$ cat src/rtl/uart_pattern_ctrl_pkg.sv
// uart_ctrl_pkg: shared types, command constants and ASCII hex helpers for
// the UART pattern controller. Honours macro UART_PATTERN_CTRL_ECHO_EN (queue depth).
package uart_ctrl_pkg;

    typedef enum logic {
        IDLE    = 1'b0,
        GET_ARG = 1'b1
    } parse_state_t;

    localparam logic [7:0] CMD_PATTERN = 8'h50;
    localparam logic [7:0] CMD_QUERY   = 8'h3F;
    localparam logic [7:0] RSP_ACK     = 8'h4B;

`ifdef UART_PATTERN_CTRL_ECHO_EN
    localparam int RESP_DEPTH = 4;
`else
    localparam int RESP_DEPTH = 2;
`endif

    // Push slots into the response queue, in queue order.
    localparam int PUSH_ECHO  = 0;
    localparam int PUSH_QUERY = 1;
    localparam int PUSH_ACK   = 2;
    localparam int NUM_PUSH   = 3;

    function automatic logic is_hex(input logic [7:0] b);
        return (b >= 8'h30 && b <= 8'h39) ||
               (b >= 8'h41 && b <= 8'h46) ||
               (b >= 8'h61 && b <= 8'h66);
    endfunction

    function automatic logic [3:0] hex_to_nibble(input logic [7:0] b);
        logic [7:0] v;
        if (b <= 8'h39)
            v = b - 8'h30;
        else if (b <= 8'h46)
            v = b - 8'h37;
        else
            v = b - 8'h57;
        return v[3:0];
    endfunction

    function automatic logic [7:0] nibble_to_hex(input logic [3:0] n);
        return (n < 4'd10) ? (8'h30 + {4'h0, n}) : (8'h37 + {4'h0, n});
    endfunction

endpackage

$ cat src/rtl/uart_pattern_ctrl_if.sv
// uart_pattern_ctrl_if: UART rx/tx, frame sync and pattern-generator signals.
// master = environment side, slave = controller side.
interface uart_pattern_ctrl_if;

    logic       i_RX_DV;
    logic [7:0] i_RX_Byte;
    logic       i_TX_Active;
    logic       i_Frame_Start;
    logic       o_TX_DV;
    logic [7:0] o_TX_Byte;
    logic [3:0] o_Pattern;
    logic       o_Pending;
    logic [7:0] o_Display_Byte;
    logic       o_Cmd_Error;

    modport master (
        output i_RX_DV, i_RX_Byte, i_TX_Active, i_Frame_Start,
        input  o_TX_DV, o_TX_Byte, o_Pattern, o_Pending,
               o_Display_Byte, o_Cmd_Error
    );

    modport slave (
        input  i_RX_DV, i_RX_Byte, i_TX_Active, i_Frame_Start,
        output o_TX_DV, o_TX_Byte, o_Pattern, o_Pending,
               o_Display_Byte, o_Cmd_Error
    );

endinterface

$ cat src/rtl/uart_pattern_ctrl_resp_fifo.sv
// resp_fifo: byte FIFO with several ordered push slots per cycle and one pop.
// Ports: i_Clk, i_Rst, push/push_data in, pop in, head/empty/full/drop out.
module resp_fifo #(
    parameter int DEPTH = 2,
    parameter int NPUSH = 3
) (
    input  logic                  i_Clk,
    input  logic                  i_Rst,
    input  logic [NPUSH-1:0]      push,
    input  logic [NPUSH-1:0][7:0] push_data,
    input  logic                  pop,
    output logic [7:0]            head,
    output logic                  empty,
    output logic                  full,
    output logic                  drop
);

    // DEPTH must be a power of two: pointers wrap by truncation.
    localparam int AW = (DEPTH > 1) ? $clog2(DEPTH) : 1;
    localparam int CW = AW + 1;

    logic [7:0]    mem   [DEPTH];
    logic [7:0]    mem_n [DEPTH];
    logic [AW-1:0] rd_ptr;
    logic [AW-1:0] wr_ptr;
    logic [CW-1:0] count;
    logic [CW-1:0] space;
    logic [CW-1:0] acc;

    // A pop in the same cycle frees its slot for this cycle's pushes.
    always_comb begin
        mem_n = mem;
        acc   = '0;
        drop  = 1'b0;
        space = CW'(DEPTH) - count + CW'(pop);
        for (int k = 0; k < NPUSH; k++) begin
            if (push[k]) begin
                if (acc < space) begin
                    mem_n[wr_ptr + acc[AW-1:0]] = push_data[k];
                    acc = acc + CW'(1);
                end else begin
                    drop = 1'b1;
                end
            end
        end
    end

    always_ff @(posedge i_Clk or posedge i_Rst) begin
        if (i_Rst) begin
            for (int i = 0; i < DEPTH; i++)
                mem[i] <= '0;
            rd_ptr <= '0;
            wr_ptr <= '0;
            count  <= '0;
        end else begin
            mem    <= mem_n;
            rd_ptr <= rd_ptr + AW'(pop);
            wr_ptr <= wr_ptr + acc[AW-1:0];
            count  <= count + acc - CW'(pop);
        end
    end

    assign head  = mem[rd_ptr];
    assign empty = (count == '0);
    assign full  = (count == CW'(DEPTH));

endmodule

$ cat src/rtl/uart_pattern_ctrl.sv
// uart_pattern_ctrl: ASCII command parser, frame-aligned pattern apply and
// shared UART TX response queue. Ports: i_Clk, i_Rst, bus (slave modport).
// Macro UART_PATTERN_CTRL_ECHO_EN: echo every rx byte, queue depth 4.
module uart_pattern_ctrl
    import uart_ctrl_pkg::*;
#(
    parameter int         TIMEOUT_CLKS  = 250000,
    parameter logic [3:0] RESET_PATTERN = 4'h0
) (
    input  logic                i_Clk,
    input  logic                i_Rst,
    uart_pattern_ctrl_if.slave  bus
);

    localparam int TW = (TIMEOUT_CLKS > 1) ? $clog2(TIMEOUT_CLKS) : 1;

    parse_state_t state, state_n;

    logic [TW-1:0] tmo_cnt;
    logic          timeout;

    logic          rx_dv;
    logic [7:0]    rx_byte;
    logic          rx_hex;
    logic          is_p;
    logic          is_q;

    logic          arg_done;
    logic          parse_err;
    logic          accepted;
    logic          apply;

    logic [3:0]    pattern_q;
    logic [3:0]    pend_val;
    logic          pending_q;
    logic [7:0]    disp_q;
    logic          err_q;
    logic          tx_dv_q;
    logic [7:0]    tx_byte_q;

    logic [NUM_PUSH-1:0]      push;
    logic [NUM_PUSH-1:0][7:0] push_data;
    logic [7:0]               head;
    logic                     empty;
    logic                     full;
    logic                     drop;
    logic                     launch;

    assign rx_dv   = bus.i_RX_DV;
    assign rx_byte = bus.i_RX_Byte;
    assign rx_hex  = is_hex(rx_byte);
    assign is_p    = (rx_byte == CMD_PATTERN);
    assign is_q    = (rx_byte == CMD_QUERY);

    // A byte arriving in the timeout cycle wins over the timeout.
    assign timeout = (state == GET_ARG) && !rx_dv &&
                     (tmo_cnt == TW'(TIMEOUT_CLKS - 1));

    always_ff @(posedge i_Clk or posedge i_Rst) begin
        if (i_Rst)
            state <= IDLE;
        else
            state <= state_n;
    end

    always_comb begin
        state_n = state;
        unique case (state)
            IDLE: begin
                if (rx_dv && is_p)
                    state_n = GET_ARG;
            end
            GET_ARG: begin
                if (rx_dv || timeout)
                    state_n = IDLE;
            end
            default: state_n = IDLE;
        endcase
    end

    always_comb begin
        arg_done  = 1'b0;
        parse_err = 1'b0;
        accepted  = 1'b0;
        push      = '0;
        push_data = '0;
`ifdef UART_PATTERN_CTRL_ECHO_EN
        push[PUSH_ECHO]      = rx_dv;
        push_data[PUSH_ECHO] = rx_byte;
`endif
        push_data[PUSH_QUERY] = nibble_to_hex(pattern_q);
        push_data[PUSH_ACK]   = RSP_ACK;
        push[PUSH_ACK]        = apply;
        unique case (state)
            IDLE: begin
                if (rx_dv) begin
                    if (is_p) begin
                        accepted = 1'b1;
                    end else if (is_q) begin
                        accepted         = 1'b1;
                        push[PUSH_QUERY] = 1'b1;
                    end else begin
`ifdef UART_PATTERN_CTRL_ECHO_EN
                        accepted = 1'b1;
`else
                        parse_err = 1'b1;
`endif
                    end
                end
            end
            GET_ARG: begin
                if (rx_dv) begin
                    if (rx_hex) begin
                        accepted = 1'b1;
                        arg_done = 1'b1;
                    end else begin
                        parse_err = 1'b1;
                    end
                end else if (timeout) begin
                    parse_err = 1'b1;
                end
            end
            default: ;
        endcase
    end

    always_ff @(posedge i_Clk or posedge i_Rst) begin
        if (i_Rst)
            tmo_cnt <= '0;
        else if (state == IDLE)
            tmo_cnt <= '0;
        else if (!timeout)
            tmo_cnt <= tmo_cnt + TW'(1);
    end

    assign apply = bus.i_Frame_Start && pending_q;

    // On apply, the register still holds the old pending value, so a
    // same-cycle argument becomes the next pending value.
    always_ff @(posedge i_Clk or posedge i_Rst) begin
        if (i_Rst) begin
            pattern_q <= RESET_PATTERN;
            pend_val  <= '0;
            pending_q <= 1'b0;
        end else begin
            if (apply)
                pattern_q <= pend_val;
            if (arg_done) begin
                pend_val  <= hex_to_nibble(rx_byte);
                pending_q <= 1'b1;
            end else if (apply) begin
                pending_q <= 1'b0;
            end
        end
    end

    always_ff @(posedge i_Clk or posedge i_Rst) begin
        if (i_Rst) begin
            disp_q <= '0;
            err_q  <= 1'b0;
        end else begin
            if (accepted)
                disp_q <= rx_byte;
            err_q <= parse_err || drop;
        end
    end

    resp_fifo #(
        .DEPTH (RESP_DEPTH),
        .NPUSH (NUM_PUSH)
    ) u_resp_fifo (
        .i_Clk     (i_Clk),
        .i_Rst     (i_Rst),
        .push      (push),
        .push_data (push_data),
        .pop       (launch),
        .head      (head),
        .empty     (empty),
        .full      (full),
        .drop      (drop)
    );

    // tx_dv_q high means the transmitter has not yet raised its busy flag.
    assign launch = !empty && !bus.i_TX_Active && !tx_dv_q;

    always_ff @(posedge i_Clk or posedge i_Rst) begin
        if (i_Rst) begin
            tx_dv_q   <= 1'b0;
            tx_byte_q <= '0;
        end else begin
            tx_dv_q <= launch;
            if (launch)
                tx_byte_q <= head;
        end
    end

    assign bus.o_TX_DV        = tx_dv_q;
    assign bus.o_TX_Byte      = tx_byte_q;
    assign bus.o_Pattern      = pattern_q;
    assign bus.o_Pending      = pending_q;
    assign bus.o_Display_Byte = disp_q;
    assign bus.o_Cmd_Error    = err_q;

    logic unused;
    assign unused = full;

endmodule

$ cat src/flat_wrapper.sv
// flat-port wrapper written by rule: the top's interface ports become plain ports
module uart_pattern_ctrl_flat import uart_ctrl_pkg::*;
#(
    parameter int         TIMEOUT_CLKS  = 250000,
    parameter logic [3:0] RESET_PATTERN = 4'h0
)
  (i_Clk, i_Rst, bus_i_RX_DV, bus_i_RX_Byte, bus_i_TX_Active, bus_i_Frame_Start, bus_o_TX_DV, bus_o_TX_Byte, bus_o_Pattern, bus_o_Pending, bus_o_Display_Byte, bus_o_Cmd_Error);
  uart_pattern_ctrl_if bus_i ();
  input  logic i_Clk;
  input  logic i_Rst;
  input wire logic [$bits(bus_i.i_RX_DV)-1:0] bus_i_RX_DV;
  input wire logic [$bits(bus_i.i_RX_Byte)-1:0] bus_i_RX_Byte;
  input wire logic [$bits(bus_i.i_TX_Active)-1:0] bus_i_TX_Active;
  input wire logic [$bits(bus_i.i_Frame_Start)-1:0] bus_i_Frame_Start;
  output wire logic [$bits(bus_i.o_TX_DV)-1:0] bus_o_TX_DV;
  output wire logic [$bits(bus_i.o_TX_Byte)-1:0] bus_o_TX_Byte;
  output wire logic [$bits(bus_i.o_Pattern)-1:0] bus_o_Pattern;
  output wire logic [$bits(bus_i.o_Pending)-1:0] bus_o_Pending;
  output wire logic [$bits(bus_i.o_Display_Byte)-1:0] bus_o_Display_Byte;
  output wire logic [$bits(bus_i.o_Cmd_Error)-1:0] bus_o_Cmd_Error;
  assign bus_i.i_RX_DV = bus_i_RX_DV;
  assign bus_i.i_RX_Byte = bus_i_RX_Byte;
  assign bus_i.i_TX_Active = bus_i_TX_Active;
  assign bus_i.i_Frame_Start = bus_i_Frame_Start;
  assign bus_o_TX_DV = bus_i.o_TX_DV;
  assign bus_o_TX_Byte = bus_i.o_TX_Byte;
  assign bus_o_Pattern = bus_i.o_Pattern;
  assign bus_o_Pending = bus_i.o_Pending;
  assign bus_o_Display_Byte = bus_i.o_Display_Byte;
  assign bus_o_Cmd_Error = bus_i.o_Cmd_Error;
  uart_pattern_ctrl #(.TIMEOUT_CLKS(TIMEOUT_CLKS), .RESET_PATTERN(RESET_PATTERN)) u_core (.i_Clk(i_Clk), .i_Rst(i_Rst), .bus(bus_i));
endmodule
$ cat config.mk
export PLATFORM = sky130hd
export DESIGN_NAME = uart_pattern_ctrl_flat
export DESIGN_NICKNAME = d
export VERILOG_FILES = /design/src/rtl/uart_pattern_ctrl_pkg.sv /design/src/rtl/uart_pattern_ctrl_if.sv /design/src/rtl/uart_pattern_ctrl_resp_fifo.sv /design/src/rtl/uart_pattern_ctrl.sv /design/src/flat_wrapper.sv
export SDC_FILE = /design/constraint.sdc
export NUM_CORES = 1
export LEC_CHECK = 0
export BUFFER_PORTS_ARGS = -buffer_cell sky130_fd_sc_hd__buf_2
export CAP_MARGIN = 40
export CORE_AREA = 2 2 90 92
export DETAILED_ROUTE_END_ITERATION = 12
export DIE_AREA = 0 0 92 94
export HOLD_SLACK_MARGIN = 0.08
export PLACE_DENSITY = 0.59
export SETUP_SLACK_MARGIN = 0.05
export SYNTH_ARGS = -nofsm -noshare
export SYNTH_HDL_FRONTEND = slang
export SYNTH_SLANG_ARGS = --single-unit
$ cat constraint.sdc
create_clock -name i_Clk -period 5.55 [get_ports i_Clk]
set_input_delay 0.2775 -clock i_Clk [delete_from_list [all_inputs] [get_ports i_Clk]]
set_output_delay 0.2775 -clock i_Clk [all_outputs]
set_load 0.005 [all_outputs]
Word level (Yosys, flattened, before mapping)
Cells that the tools add are included.

word-level totals
  flip-flop bits (word level) = 66
  output and inout bits = 23
  logic and storage cells = 121

cells by class
  add/sub/neg operators = 14
  magnitude comparators = 14
  equality and inequality tests = 4
  mux-type cells = 47
  bitwise operators = 7
  reduce and logical (&&, ||, !) cells = 21

operators with widths
  operator                 count
  $mux W16                 4
  $mux W8                  6
  $mux W18                 2
  $mux W1                  25
  $add A18 B1 Y18 const B  1
  $eq A18 B18 Y1 const B   1
  $bwmux W16               1
  $demux W8 S1             2
  $ge A8 B7 Y1 const B     2
  $le A8 B7 Y1 const B     2
  $add A6 B4 Y7 const A    2
  $logic_and A1 B1 Y1      11
  $and A8 B8 Y8            1
  $eq A8 B6 Y1 const B     1
  $eq A8 B7 Y1 const B     1
  $ge A8 B6 Y1 const B     1
  $le A8 B6 Y1 const B     1
  $mux W4                  2
  $not A8 Y8               1
  $or A8 B8 Y8             1
  $sub A4 B3 Y4 const B    2
  $ge A2 B2 Y1 const B     3
  $not A1 Y2               3
  $pmux W1 S2              3
  other kinds (18)         28

Longest topological paths before layout
Gate-level depths: netlist (run 1).

  depth after elaboration = 18
  gate-level depth with buffers = 15

Modules after synthesis
Synthesis (run 1) repeated with hierarchy kept, for this count alone.

second synthesis, totals
  cell total of the unflattened synthesis = 357
  area, all modules = 3,923.8 µm²

by module, submodules not included
  module             times used  cells an instance  area an instance (µm²)
  uart_pattern_ctrl  1           214                2,316.0
  resp_fifo          1           143                1,607.8

Worst setup path before layout (run 1)
Ideal clock, no wire load.

  path type = reg-to-reg
  from = register u_core.u_resp_fifo.count[1]
  to = register u_core.u_resp_fifo.count[1]
  arrival = 3,017 ps
  required time = 5,414 ps
  slack = 2,397 ps
  stages on the path, launching flop included = 16
  path buffers = 1
  path through = dfrtp_1 -> nor2_1 -> nor3_2 -> clkbuf_1 -> inv_1 -> ha_1 -> xor2_1 -> nand2_1 -> o21a_1 -> nand2_1 -> ha_1 -> inv_1 -> ha_1 -> xor2_1 -> xnor2_1 -> xnor2_1

between the ends
  cells in the longest elaborated chain, start to end = 13

RTL lines
  what                                                  line                                                                  text
  from (decl)                                           uart_pattern_ctrl_resp_fifo.sv:26                                     logic [CW-1:0] count;
  from (signal assigned)                                uart_pattern_ctrl_resp_fifo.sv:59                                     count <= count + acc - CW'(pop);
  $logic_not A2 Y1 (*)                                  uart_pattern_ctrl_resp_fifo.sv:64                                     assign empty = (count == '0);
  $logic_not A1 Y1 (*)                                  uart_pattern_ctrl.sv:184                                              assign launch = !empty && !bus.i_TX_Active && !tx_dv_q;
  $logic_and A1 B1 Y1 (*) (2 in series)                 uart_pattern_ctrl.sv:184
  via u_core.launch                                     uart_pattern_ctrl.sv:47                                               logic launch;
  $add A2 B1 Y2                                         uart_pattern_ctrl_resp_fifo.sv:35                                     space = CW'(DEPTH) - count + CW'(pop);
  $lt A1 B2 Y1                                          uart_pattern_ctrl_resp_fifo.sv:38                                     if (acc < space) begin
  $mux W1                                               uart_pattern_ctrl_resp_fifo.sv:38
  $mux W1                                               uart_pattern_ctrl_resp_fifo.sv:37                                     if (push[k]) begin
  $add A2 B1 Y2 / $lt A2 B2 Y1 (equally long branches)  uart_pattern_ctrl_resp_fifo.sv:40, uart_pattern_ctrl_resp_fifo.sv:38
  $mux W2                                               uart_pattern_ctrl_resp_fifo.sv:38
  $mux W2                                               uart_pattern_ctrl_resp_fifo.sv:37
  $add A2 B2 Y2                                         uart_pattern_ctrl_resp_fifo.sv:59
  $sub A2 B1 Y2 (*)                                     uart_pattern_ctrl_resp_fifo.sv:59

The timed path passes the listed nets; every way through them passes the cells marked *.
A chain may end at the register's enable or synchronous reset.

Worst setup path in the final report (run 1)
  from = register u_core.u_resp_fifo.count[1]
  to = register u_core.u_resp_fifo.count[1]

between the ends
  cells in the longest elaborated chain, start to end = 13

RTL lines
  what                                                  line
  $logic_not A2 Y1                                      uart_pattern_ctrl_resp_fifo.sv:64
  $logic_not A1 Y1                                      uart_pattern_ctrl.sv:184
  $logic_and A1 B1 Y1 (2 in series)                     uart_pattern_ctrl.sv:184
  $add A2 B1 Y2                                         uart_pattern_ctrl_resp_fifo.sv:35
  $lt A1 B2 Y1                                          uart_pattern_ctrl_resp_fifo.sv:38
  $mux W1                                               uart_pattern_ctrl_resp_fifo.sv:38
  $mux W1                                               uart_pattern_ctrl_resp_fifo.sv:37
  $add A2 B1 Y2 / $lt A2 B2 Y1 (equally long branches)  uart_pattern_ctrl_resp_fifo.sv:40, uart_pattern_ctrl_resp_fifo.sv:38
  $mux W2                                               uart_pattern_ctrl_resp_fifo.sv:38
  $mux W2                                               uart_pattern_ctrl_resp_fifo.sv:37
  $add A2 B2 Y2                                         uart_pattern_ctrl_resp_fifo.sv:59
  $sub A2 B1 Y2 (*)                                     uart_pattern_ctrl_resp_fifo.sv:59

Every way passes the cells marked *; elsewhere a longest branch is shown, timed or not.

==> results of run 1 <==
[registers in the layout, indices dropped and copies added, names as in the netlist]
| signal | count |
|---|---|
| u_core.tmo_cnt | 18 |
| u_core.bus.o_Pending | 1 |
| u_core.bus.o_Cmd_Error | 1 |
| u_core.bus.o_TX_Byte | 8 |
| u_core.bus.o_Display_Byte | 8 |
| u_core.state | 1 |
| u_core.pend_val | 4 |
| u_core.bus.o_TX_DV | 1 |
| u_core.bus.o_Pattern | 4 |
| u_core.u_resp_fifo.rd_ptr | 1 |
| u_core.u_resp_fifo.mem | 16 |
| u_core.u_resp_fifo.wr_ptr | 1 |
| u_core.u_resp_fifo.count | 2 |
[logic make-up after synthesis]
logic type,count (synthesis)
compound gates,58
flops,66
simple gates,115
mux,23
buf+inv,23
fa+ha+maj,9
xor+xnor,22
[metal layers]
metal  part of all wire  routed length [um]  GRT usage
met1               0.51                3315     0.2359
met2               0.44                2899     0.2525
met3              0.038                 246    0.04093
met4              0.015                  96    0.05224
met5                  0                   0          0
[where the power goes]
group	switching, mW	total [mW]	internal, mW
sequential	0.0800	0.636	0.556
combinational	0.148	0.285	0.138
clock	0.177	0.359	0.182
total	0.405	1.28	0.875
[worst paths after layout]
kind	startpoint	to	slack, ns	depth (start not counted)
worst max-delay path	u_core.u_resp_fifo.count[1]$_DFF_PP0_	u_core.u_resp_fifo.count[1]$_DFF_PP0_	2.36	15
worst min-delay path	bus_i_Frame_Start	u_core.bus.o_Pending$_DFFE_PP0P_	0.17	2
worst max register to register	u_core.u_resp_fifo.count[1]$_DFF_PP0_	u_core.u_resp_fifo.count[1]$_DFF_PP0_	2.36	15
worst min register to register	u_core.pend_val[1]$_DFFE_PP0P_	u_core.pend_val[1]$_DFFE_PP0P_	0.48	2
max in group asynchronous	i_Rst	u_core.tmo_cnt[2]$_DFFE_PP0P_	4.57	5
min in group asynchronous	i_Rst	u_core.tmo_cnt[13]$_DFFE_PP0P_	0.47	4
[cell usage after synthesis, types with 2 or more instances]
cell,n,area share
a21boi_0,3,0.0067
a21oi_1,15,0.022
a31oi_1,2,0.0037
a32oi_1,3,0.0079
and2_1,13,0.024
and3_1,8,0.015
and4_1,2,0.0052
clkbuf_1,8,0.0090
dfrtp_1,66,0.49
ha_1,9,0.034
inv_1,15,0.017
mux2_1,7,0.024
mux2_2,3,0.010
mux2i_1,13,0.039
nand2_1,20,0.022
nand2b_1,3,0.0056
nand3_1,15,0.022
nand4_1,6,0.011
nand4b_1,2,0.0052
nor2_1,17,0.019
nor2b_1,5,0.0093
nor3_1,3,0.0045
nor3b_1,2,0.0045
nor4_4,2,0.013
o211ai_1,2,0.0045
o21ai_0,16,0.024
o22ai_1,4,0.0075
o31ai_1,2,0.0045
or3_2,2,0.0045
xnor2_1,16,0.042
xor2_1,6,0.016
[through the flow]
stage	util	instances
2_1_floorplan	-	316
3_3_place_gp	0.4776	447
3_5_place_dp	0.4813	448
4_1_cts	0.5049	464
5_1_grt	0.5049	464
6_report	0.5049	464
[timing repair]
item | 4_1_cts | 5_1_grt
setup endpoints to repair | 0 | 0
hold buffers | 1 | 0
endpoints found under the hold margin | 10 | 0
[cell type report]
type | count | area share
inverters | 15 | 0.01466
clock inverters | 3 | 0.003909
flip-flops and latches | 66 | 0.4300
clock buffers | 12 | 0.04039
multi-input cells | 227 | 0.4186
well taps | 102 | 0.03322
repair buffers | 39 | 0.05928
==> summary.md, run 1 <==
| Metric | Value |
|---|---|
| CP Capture Type | `flop` |
| CP peak stage delay | `0.44 ns` |
| Worst Setup Start Kind | `flop` |
| Mean Syn Cell Area | `10.59 um2` |
| Post-Synth XOR/XNOR Area | `0.05759` |
| CP Cell Sequence | `nor2_1, nor3_2, buf_4, inv_1, ha_1, xor2_1, nand2_1, o21a_1, nand2_1, ha_1, inv_1, ha_1, xor2_1, xnor2_1, xnor2_1` |
| Die H | `94 um` |
| Combinational family with the most area after synthesis | `simple AND/OR/NAND/NOR gates` |
| Hpwl dp | `4707 um` |
| Initial core utilization | `0.4398` |
| Post-place setup slack | `2.419 ns` |
| CTS root buf | `clkbuf_8` |
| Async set-reset flop share out of synthesis | `1.000` |
| Complex-gate fraction of the synthesized area | `0.1088` |
| Area growth from synthesis to layout | `14.81%` |
| Library cells used by synthesis | `57` |
| Slowest stage cell, crit path | `xor2_1` |
| DP Area | `0.003661 mm2` |
| # IOs | `36` |
| Initial antenna violation count | `0` |
| Worst relative slew slack | `0.5241` |
| Maximum VDD drop | `0.1026 mV` |
| Post-synthesis mux area share | `0.07255` |
| Period minus WS final | `3.187 ns` |
| Endpoints failing hold | `0` |
| Post-CTS Setup Repair Bufs | `0` |
| Status | `finished, final reports clean` |
| Max-cap viol count | `0` |
| Top FF cell, synth | `dfrtp_1` |
| Total power | `1.280 mW` |
| Total track usage | `0.1665` |
| H-tree depth | `3` |
| Syn_nets | `338` |
| CTS Buf Count | `9` |
| Final setup margin | `2.363 ns` |
| # port buffers | `35` |
| FILL cells | `729` |
| CORE AREA | `0.007607 mm2` |
| CP Class | `flop to flop` |
| Fmax | `313.7 MHz` |
| Worst Path Arrival | `3.40 ns` |
| Post_cts resized | `0` |
| Final nets | `380` |
| Syn Std Cell Area | `0.003346 mm2` |
| Grt ovf | `0` |
| Worst Tran Pin Value | `0.7139 ns` |
| Synth Register Bits | `66` |
| Die width | `92 um` |
| Antenna cells | `0` |
| Most frequent cell on the critical path | `ha_1` |
| Routed len/inst | `14.13 um` |
| Post-Synth Simple-Gate Area | `0.2079` |
| Routed Antenna Nets | `0` |
| Post-synth EDFFs | `0` |
| Reg area | `0.001652 mm2` |
| Sequential share of the synthesized area | `0.4936` |
| CP max FO | `20` |
| WHS | `0.1734 ns` |
| WP buf/inv | `3` |
| Longest Clk Path Bufs | `2` |
| Clock skew | `0.007495 ns` |
| Clock Latency Late Sink | `0.34 ns` |
| Period utilisation layout | `0.5743` |
| Multi-input logic area | `0.001608 mm2` |
| RSZ-0062 raised after global routing | `no` |
| Cell Pwr Density | `333.3 mW/mm2` |
| Die area | `0.008648 mm2` |
| Reg clk slew, reported paths | `0.07 ns` |
| Count of pins over their slew limit | `0` |
| WP data required | `5.76 ns` |
| Largest net degree at the start of global routing | `57` |
| First-pass GRT wire length | `11370 um` |
| CTS tree | `built` |
| Syn Inst Count | `316` |
| TNS Setup | `0 ns` |
| 1st-pass router iterations | `4` |
| Leak | `1.793 nW` |
| HP Class | `input port to flop` |
| 1st-iter DRT viols | `98` |
| Vias in the first global route | `2362` |
| Synth warn | `0` |
| Routability cong. | `0.7742` |
| Routed WL | `6558 um` |
| DR vias/cell | `5.222` |
| Post-Synth Adder-Cell Area | `0.03366` |
| Final setup fails | `0` |
| Design area | `0.003841 mm2` |
| Most frequent cells in the layout | `dfrtp_1, buf_2, nand2_1, nor2_1` |
| CP top delay family | `XOR/XNOR gates` |
| Proportion of layout cells with a drive suffix above 1 | `0.1906` |
| Clk sink count | `66` |
| Commonest non-fill, non-tap cell in the layout | `dfrtp_1` |
| DRC Markers | `0` |
| Vias | `2423` |
| Rows | `32` |
(Power assumes the default switching activity.)
==> run 2: changes to the inputs <==
Clock period 5.55 ns to 3.2 ns, I/O delays scaled along.
==> run 2 against run 1 <==
Effect of this change: total power up 78%; largest cell class unchanged; wire length about the same; hold slack worse by 0.083 ns; critical endpoint unchanged; highest routed layer unchanged; sequential cell count unchanged; clock-buffer cell count down 2; critical path type unchanged; maximum frequency up 16%; via count up 1.3%; global-route usage up 0.24 points; design area up 1.2%; register-to-register slack worse by 1.9 ns.
==> summary.md, run 2 (synthesized netlist as in run 1, its figures left out) <==
| Metric | Value |
|---|---|
| Status | `finished, final reports clean` |
| Initial core utilization | `0.4398` |
| Die width | `92 um` |
| HP Class | `input port to flop` |
| Routability cong. | `0.7574` |
| Period minus WS final | `2.737 ns` |
| Post-place setup slack | `0.4660 ns` |
| 1st-pass router iterations | `4` |
| Most frequent cell on the critical path | `ha_1` |
| Dpl cells | `451` |
| # port buffers | `35` |
| Most frequent cells in the layout | `dfrtp_1, buf_2, nand2_1, nor2_1` |
| Proportion of layout cells with a drive suffix above 1 | `0.1989` |
| Fmax | `365.4 MHz` |
| CP Class | `flop to flop` |
| Slowest stage cell, crit path | `or3_1` |
| Reg clk slew, reported paths | `0.07 ns` |
| Vias in the first global route | `2375` |
| WHS | `0.09081 ns` |
| Reg2reg setup slack | `0.46 ns` |
| Clk sink count | `66` |
| CP max FO | `4` |
| Worst relative slew slack | `0.5418` |
| Endpoints failing hold | `0` |
| Total power | `2.285 mW` |
| DRC Markers | `0` |
| CP Capture Type | `flop` |
| CTS root buf | `clkbuf_8` |
| CP Cell Sequence | `nor2_1, nor3_4, inv_1, ha_1, xor2_1, buf_4, or3_1, nand2_1, ha_1, inv_1, ha_1, xor2_1, xnor2_1, xnor2_1` |
| CTS tree | `built` |
| Final setup margin | `0.4634 ns` |
| Cell Pwr Density | `587.7 mW/mm2` |
| Final setup fails | `0` |
| Period utilisation layout | `0.8552` |
| CTS Buf Count | `9` |
| RSZ-0062 raised after global routing | `no` |
| Area growth from synthesis to layout | `16.19%` |
| DR vias/cell | `5.232` |
| Rows | `32` |
| Clock skew | `0.01106 ns` |
| Total track usage | `0.1689` |
| Vias | `2454` |
| Routed len/inst | `13.99 um` |
| Longest Clk Path Bufs | `2` |
| Clock Latency Late Sink | `0.35 ns` |
| Initial antenna violation count | `0` |
| Worst Tran Pin Value | `0.6873 ns` |
| CORE AREA | `0.007607 mm2` |
| Top reg by flops | `u_core.tmo_cnt` |
| Leak | `1.815 nW` |
| Max FFs per register | `18` |
| Final nets | `384` |
| DP Area | `0.003682 mm2` |
| Worst Setup Start Kind | `flop` |
| Layout Cells excl Fill | `469` |
| Design area | `0.003887 mm2` |
| First-pass GRT wire length | `11410 um` |
| Routed Antenna Nets | `0` |
| Hpwl dp | `4757 um` |
| TNS Setup | `0 ns` |
| Antenna cells | `0` |
| Grt ovf | `0` |
| Commonest non-fill, non-tap cell in the layout | `dfrtp_1` |
| 1st-iter DRT viols | `123` |
| Max-cap viol count | `0` |
| Largest net degree at the start of global routing | `34` |
| Final Util | `0.5110` |
| CP peak stage delay | `0.43 ns` |
| Maximum VDD drop | `0.2201 mV` |
| Count of pins over their slew limit | `0` |
| # IOs | `36` |
| Largest regs | `u_core.tmo_cnt (18), u_core.u_resp_fifo.mem (16)` |
| Worst Path Arrival | `3.01 ns` |
| H-tree depth | `3` |
| Die area | `0.008648 mm2` |
| Die H | `94 um` |
| Routed WL | `6560 um` |
| WP data required | `3.47 ns` |
-- run 2: cell types whose count changed in the layout (fill, tap and decap cells not counted), sizes merged --
cell / change
clkinv: +1
clkinvlp: +1
clkbuf: -2
bufinv: +1
buf: +3
dlygate4sd3: +1
-- run 2: worst max-delay path, delay by kind of cell (launching register included) --
kind | cells | cell delay [ns]
xor gates and xnor gates | 4 | 0.63
adders and majority gates | 3 | 0.58
DFF | 1 | 0.40
and+or+nand+nor | 4 | 0.77
buffers and inverters | 3 | 0.29
-- run 2: worst paths after layout --
| path | from | to | cells after the start |
|---|---|---|---|
| hold reg to reg | u_core.pend_val[2]$_DFFE_PP0P_ | u_core.pend_val[2]$_DFFE_PP0P_ | 2 |
| setup reg to reg | u_core.u_resp_fifo.count[1]$_DFF_PP0_ | u_core.u_resp_fifo.count[1]$_DFF_PP0_ | 14 |
| min in group asynchronous | i_Rst | u_core.u_resp_fifo.mem[8]$_DFF_PP0_ | 3 |
| hold / removal | bus_i_RX_Byte[5] | u_core.bus.o_Display_Byte[5]$_DFFE_PP0P_ | 2 |
| setup / recovery | u_core.u_resp_fifo.count[1]$_DFF_PP0_ | u_core.u_resp_fifo.count[1]$_DFF_PP0_ | 14 |
| max in group asynchronous | i_Rst | u_core.pend_val[2]$_DFFE_PP0P_ | 4 |
-- run 2: layer usage --
layer	wire [um]	global-route usage	vias up	part of all wire
met5	0	0	-	0
met4	125	0.06716	0	0.019
met3	230	0.04173	9	0.035
met2	2956	0.2561	39	0.45
met1	3247	0.2334	1183	0.49
li1	-	-	1223	-
-- run 2: power breakdown --
group | switching [mW] | leakage [nW] | total (mW) | internal, mW
clock | 0.323 | 0.0958 | 0.677 | 0.354
sequential | 0.132 | 0.857 | 1.10 | 0.963
combinational | 0.256 | 0.862 | 0.512 | 0.256
total | 0.711 | 1.81 | 2.28 | 1.57
-- run 2: layout make-up --
class	instances	area, um2
clock buffers	10	127.6
clock inverters	6	57.56
fillers	722	3720
inverters	15	56.30
multi-input cells	227	1614
flip-flops and latches	66	1652
well taps	102	127.6
repair buffers	43	252.7
-- run 2: timing repair --
action,CTS,global route
setup buffers,0,0
hold buffers,2,0
hold endpoints to repair,50,0
resized for setup,0,0
